===== config.mk =====
export PLATFORM = sky130hd
export DESIGN_NAME = mips_bus_arbiter
export DESIGN_NICKNAME = d
export VERILOG_FILES = /design/src/rtl/mips_bus_pkg.sv /design/src/rtl/mips_bus_arbiter.sv
export SDC_FILE = /design/constraint.sdc
export NUM_CORES = 1
export LEC_CHECK = 0
export ABC_AREA = 1
export CAP_MARGIN = 5
export CORE_AREA = 4 4 119 121
export DETAILED_ROUTE_END_ITERATION = 10
export DIE_AREA = 0 0 123 125
export MAX_ROUTING_LAYER = met4
export SLEW_MARGIN = 20
export SYNTH_ARGS = -nofsm -noshare
export SYNTH_HDL_FRONTEND = slang
export SYNTH_SLANG_ARGS = --single-unit

===== constraint.sdc =====
create_clock -name clk -period 1.9 [get_ports clk]
set_clock_uncertainty 0.1 [all_clocks]
set_input_delay 0.57 -clock clk [delete_from_list [all_inputs] [get_ports clk]]
set_output_delay 0.57 -clock clk [all_outputs]
set_load 0.005 [all_outputs]

===== src/rtl/mips_bus_pkg.sv =====
// Shared encodings and the tie-break picker for the two-master MIPS bus arbiter.
// State encodings deliberately match the grant encodings so ownership maps 1:1 onto grant.
package mips_bus_pkg;

  typedef logic [1:0] state_t;

  localparam state_t ST_IDLE   = 2'b00;
  localparam state_t ST_OWN_M0 = 2'b01;
  localparam state_t ST_OWN_M1 = 2'b10;

  localparam logic [1:0] GNT_NONE = 2'b00;
  localparam logic [1:0] GNT_M0   = 2'b01;
  localparam logic [1:0] GNT_M1   = 2'b10;

  localparam logic OWNER_M0 = 1'b0;
  localparam logic OWNER_M1 = 1'b1;

  localparam logic [31:0] MEM_BASE = 32'hBFC00000;

  // Choose the next owner from IDLE; on a tie, fair mode favours whoever did not own last.
  function automatic state_t pick_owner(input logic m0_req, input logic m1_req,
                                        input logic fair, input logic last_owner);
    state_t pick;
    if (m0_req && m1_req) begin
      if (fair) pick = (last_owner == OWNER_M1) ? ST_OWN_M0 : ST_OWN_M1;
      else      pick = ST_OWN_M1;
    end else if (m0_req) begin
      pick = ST_OWN_M0;
    end else if (m1_req) begin
      pick = ST_OWN_M1;
    end else begin
      pick = ST_IDLE;
    end
    return pick;
  endfunction

endpackage


===== src/rtl/mips_bus_arbiter.sv =====
// Arbitrates an instruction-fetch master (M0) and a data master (M1) onto one memory slave.
// Request fields are muxed straight through from the owner; nothing is latched.
module mips_bus_arbiter
  import mips_bus_pkg::*;
#(
  parameter int unsigned FAIR = 1
) (
  input  logic        clk,
  input  logic        reset,

  input  logic [31:0] m0_address,
  input  logic        m0_read,
  input  logic        m0_write,
  input  logic [31:0] m0_writedata,
  input  logic [3:0]  m0_byteenable,
  output logic        m0_waitrequest,
  output logic [31:0] m0_readdata,

  input  logic [31:0] m1_address,
  input  logic        m1_read,
  input  logic        m1_write,
  input  logic [31:0] m1_writedata,
  input  logic [3:0]  m1_byteenable,
  output logic        m1_waitrequest,
  output logic [31:0] m1_readdata,

  output logic [31:0] s_address,
  output logic        s_read,
  output logic        s_write,
  output logic [31:0] s_writedata,
  output logic [3:0]  s_byteenable,
  input  logic        s_waitrequest,
  input  logic [31:0] s_readdata,

  output logic [1:0]  grant
);

  state_t state_q, state_d;
  logic   last_q, last_d;
  // Holds off arbitration for the first edge after reset release.
  logic   arb_en_q;

  logic m0_req, m1_req;
  logic fair_mode;

  assign m0_req    = m0_read | m0_write;
  assign m1_req    = m1_read | m1_write;
  assign fair_mode = (FAIR != 0);

  always_ff @(posedge clk or posedge reset) begin
    if (reset) begin
      state_q  <= ST_IDLE;
      last_q   <= OWNER_M1;
      arb_en_q <= 1'b0;
    end else begin
      state_q  <= state_d;
      last_q   <= last_d;
      arb_en_q <= 1'b1;
    end
  end

  always_comb begin
    state_d = state_q;
    last_d  = last_q;
    case (state_q)
      ST_IDLE: begin
        if (arb_en_q) state_d = pick_owner(m0_req, m1_req, fair_mode, last_q);
      end
      ST_OWN_M0: begin
        // Dropping both strobes mid-stall is an abort, not a completion.
        if (!m0_req) begin
          state_d = ST_IDLE;
        end else if (!s_waitrequest) begin
          last_d  = OWNER_M0;
          state_d = m1_req ? ST_OWN_M1 : ST_IDLE;
        end
      end
      ST_OWN_M1: begin
        if (!m1_req) begin
          state_d = ST_IDLE;
        end else if (!s_waitrequest) begin
          last_d  = OWNER_M1;
          state_d = m0_req ? ST_OWN_M0 : ST_IDLE;
        end
      end
      default: state_d = ST_IDLE;
    endcase
  end

  always_comb begin
    s_address      = 32'h0;
    s_read         = 1'b0;
    s_write        = 1'b0;
    s_writedata    = 32'h0;
    s_byteenable   = 4'h0;
    m0_waitrequest = 1'b1;
    m1_waitrequest = 1'b1;
    grant          = GNT_NONE;
    case (state_q)
      ST_OWN_M0: begin
        s_address      = m0_address;
        s_read         = m0_read;
        s_write        = m0_write;
        s_writedata    = m0_writedata;
        s_byteenable   = m0_byteenable;
        m0_waitrequest = s_waitrequest;
        grant          = GNT_M0;
      end
      ST_OWN_M1: begin
        s_address      = m1_address;
        s_read         = m1_read;
        s_write        = m1_write;
        s_writedata    = m1_writedata;
        s_byteenable   = m1_byteenable;
        m1_waitrequest = s_waitrequest;
        grant          = GNT_M1;
      end
      default: ;
    endcase
  end

  assign m0_readdata = s_readdata;
  assign m1_readdata = s_readdata;

endmodule


======== After elaboration in Yosys (flattened, before gate mapping) ========
Index checks and enable logic that the tools add are counted.
storage, ports and cells
  output and inout port bits .............. 138
  word-level logic and storage cells ...... 43
  bits in registers ....................... 4
  bits of input ports ..................... 175
operators by class
  mux-type cells .......................... 24
  equality and inequality tests ........... 9
  bitwise operators ....................... 2
  reduce and logical (&&, ||, !) cells .... 5
operators by type and width
  kind                  number
  $pmux W32 S2          2
  $mux W2               9
  $ne A2 B2 Y1 const B  5
  $pmux W4 S2           1
  $mux W1               7
  $ne A3 B3 Y1 const B  2
  $pmux W1 S2           3
  $pmux W2 S3           1
  $reduce_and A5 Y1     1
  $pmux W2 S2           1
  $reduce_and A3 Y1     1
  $eq A2 B1 Y1 const B  1
  $eq A2 B2 Y1 const B  1
  $logic_not A2 Y1      1
  $or A1 B1 Y1          2
  $reduce_bool A2 Y1    1
  $logic_and A1 B1 Y1   1

======== Logic depth before layout (Yosys ltp) ========
Gate-level depths: netlist (run 1).
  depth in word-level cells ............... 6
  gate-level depth with buffers ........... 9
  depth with buffers taken out ............ 9

======== Worst setup path after synthesis (run 1) ========
No wires, ideal clock.
  kind .................................... register to output
  start point ............................. reg state_q[0]
  end point ............................... out s_address[0]
  arrival ................................. 1,192 ps
  cell stages (with the launch flop) ...... 7
  slack ................................... 38 ps
  required time ........................... 1,230 ps
  path buffers ............................ 2
  cell sequence ........................... dfrtp_1 inv_1 ha_1 buf_6 buf_4 nand2_1 a21oi_1
on the way
  cells in the longest elaborated chain, start to end .. 2
  elaborated cells on any way between the ends .. 3
  those cells by class .................... 2 x eq/ne; 1 x mux
RTL lines
  what                                                 RTL line                source
  start, declared                                      mips_bus_arbiter.sv:38  state_t state_q, state_d;
  start signal, assigned                               mips_bus_arbiter.sv:56  state_q <= state_d;
  $eq A2 B2 Y1 / $eq A2 B1 Y1 (equally long branches)  mips_bus_arbiter.sv:99  case (state_q)
  $pmux W32 S2 (*)                                     mips_bus_arbiter.sv:99
  end, declared                                        mips_bus_arbiter.sv:27  output logic [31:0] s_address,
Mark *: on every way between the ends. The rest lies on a longest branch, timed or not.

======== Worst setup path after layout (run 1) ========
  start point ............................. reg state_q[0]
  end point ............................... out s_writedata[26]
on the way
  cells in the longest elaborated chain, start to end .. 2
  elaborated cells on any way between the ends .. 3
  those cells by class .................... 2 x eq/ne; 1 x mux
RTL lines
  what                                                 RTL line                source
  $eq A2 B2 Y1 / $eq A2 B1 Y1 (equally long branches)  mips_bus_arbiter.sv:99
  $pmux W32 S2 (*)                                     mips_bus_arbiter.sv:99
  end, declared                                        mips_bus_arbiter.sv:30  output logic [31:0] s_writedata,
Marked as above.

==> results.cfg, run 1 <==
[routing]
drtIter0Drc = 93
via_per_inst = 4.15
vias = 3033
firstDrtPassIters = 4
post_drt_wl_per_cell_um = 16.3
antenna_left = 0
drcViolationCount = 0
wl_um = 11900

[cells_and_area]
finish.utilization_pct = 36.7
mostFrequentLayoutCells = clkdlybuf4s50_1, nand2_1, buf_2, a21oi_2, nand2_2
mostFrequentLayoutCell = clkdlybuf4s50_1
n_fill_cell = 1344
stdcell_count = 731
drive_above_1_share_pct = 44.3
syn_to_final_growth_pct = 156
insertedDiodeCount = 0
nets = 736

[worst_setup_path]
crit_path_top_delay_cell = dfrtp_1
cp-start-kind = flip-flop
critical_path.top_delay_family = buffers and inverters
cp-end-kind = output port
path_class = flip-flop to output port
worst_ep_arrival_time_ns = 1.66
reg2reg_slack_ns = 0.07
crit_chain = buf_6, ha_4, buf_12, buf_12, buf_8, buf_6, nand2_2, a21oi_2, buf_2
startpoint = state_q[0]
critPathBufInv = 6
crit_fanout = 5
cp.required_ns = 1.23
reg2reg_from = state_q[1]
slowest_delay_ns = 0.40

[floorplanning]
die_w_um = 123
die_h_um = 125
die_area_um2 = 15400
num_rows = 42
core_um2 = 13100
io_pins = 313
initial_utilization_pct = 14.4

[run]
cap_violations = 0

[hold_path]
min-delay-start = last_q
min_path_type = flip-flop to flip-flop

[clock_network]
clkSlewWorstSetupHoldPaths_ns = 0.03
clk_latency_ns = 0.23
cts-root-buf = clkbuf_16
hold_buffers = 0
cts-htree-levels = 1
cts_made_buffers = 3
cts_tree = done
cts_buffer_depth = 2
clock-sinks = 4

[synthesis]
synth.distinct_cells = 18
synth-seq-area-share_pct = 5.40
yosys_warnings = 0
yosys-top-cells-area = nand2_1, buf_4, a21oi_1
synth_area_um2 = 1880
synth_top_area_share_pct = 32.6
synth.avg_cell_area_um2 = 5.26
ys_ff_latch = 4
yosys.area.top_type = nand2_1
postSynthCellCount = 357
syn_nets = 537

[global_route]
first_global_vias = 2964
grt_pass1_wl_um = 16200
track_usage_pct = 13.5
antenna_found_initial = 0
grt_max_degree = 33
grt_remaining_overflow = 0

[placed_design]
place_inst = 689
gp_congestion = 0.821
dp_hpwl_um = 7870
port_buffers = 216

[power_and_ir_drop]
power_density_nw_per_um2 = 1220
power.total_w = 0.00586
p_leak_nw = 2.12
vdd_ir_drop_max_mv = 0.675

[outcome]
status = finished with violations
violations = negative setup slack

[timing]
setup_viol = 73
hold_viol = 0
fin_crit_ns = 2.33
holdWs_ns = 0.376
rsz0062_at_grt = yes
fmax_mhz = 430
final.period_utilization_pct = 122
slew_viol_final = 0
fin_setup_tns_ns = -23.08
fin_ws_ns = -0.426
cells by family after synthesis:
kind of cell	Yosys count	synth area share, %
buf+inv	101	36.4
compound gates	74	19.9
flops	4	5.40
other cells	1	0.200
fa+ha+maj	5	3.33
simple gates	172	34.8
sequential cells by signal, summed over array words and instances, names as in the netlist:
register  count
arb_en_q      1
state_q       2
last_q        1
routing by layer:
metal	global-route usage (%)	routed length, µm	vias to the layer above
met3	3.97	1190	30
met4	2.93	216	0
met2	23.8	6050	176
met1	14.8	4470	1374
li1	-	-	1453
met5	-	0	-
Yosys cell counts:
cell and n:
nor2_1 5, o21bai_1 1, or2_0 1, dfrtp_1 3
a21oi_1 71, inv_1 12, o21ai_0 2, inv_2 1
buf_2 7, ha_1 5, nand3_1 2, nand4_1 1
buf_6 5, conb_1 1, clkbuf_1 7, buf_4 69
nand2_1 163, dfstp_2 1
worst min-delay path, stage by stage, from the launching register on:
cell	delay, ns
dfstp_2	0.37
nand2_1	0.06
nand2_1	0.04
path summary, 6_finish.rpt:
check / cells after the start / to
min in group asynchronous: 2 / state_q[0]
max reg2reg: 12 / state_q[1]
min: 2 / last_q
max: 9 / s_writedata[26]
min reg2reg: 2 / last_q
max in group asynchronous: 2 / last_q
repair_timing:
item                                    CTS  global route
endpoints found under the setup margin   74            74
pin swaps                                21            31
resized for setup                       356           113
cloned                                    8             3
setup buffers                            22            11
endpoints found under the hold margin     0             0
per-stage QoR:
stage	instance area, µm²	worst slack, ns
after floorplan	1880	0.0379
after global placement	3940	-0.703
after detailed placement	3940	-0.646
after CTS	4420	-0.460
after global routing	4800	-0.470
final	4800	-0.426
layout make-up:
class                      count  area [µm²]  share of cell area [%]
tap                          176         220                    4.59
multi-input combinational    252        1560                    32.4
inverter                      13        51.3                    1.07
sequential                     4         101                    2.11
timing repair buffer         282        2790                    58.2
clock buffer                   4        78.8                    1.64
power breakdown:
group	leakage, nW	internal [W]	switching (W)
Combinational	2.03	0.00286	0.00252
Sequential	0.0476	0.000119	0.0000241
Clock	0.0382	0.000277	0.0000636
Total	2.12	0.00325	0.00260
(Power assumes the default switching activity.)
==> run 2, diff against run 1 <==
--- a/config.mk
+++ b/config.mk
@@ -8,6 +8,7 @@
 export ABC_AREA = 1
 export CAP_MARGIN = 5
 export CORE_AREA = 4 4 119 121
+export CTS_CLUSTER_SIZE = 12
 export DETAILED_ROUTE_END_ITERATION = 10
 export DIE_AREA = 0 0 123 125
 export MAX_ROUTING_LAYER = met4
==> results of run 2 <==
The final DEF is identical to that of run 1; final timing and power are the same.
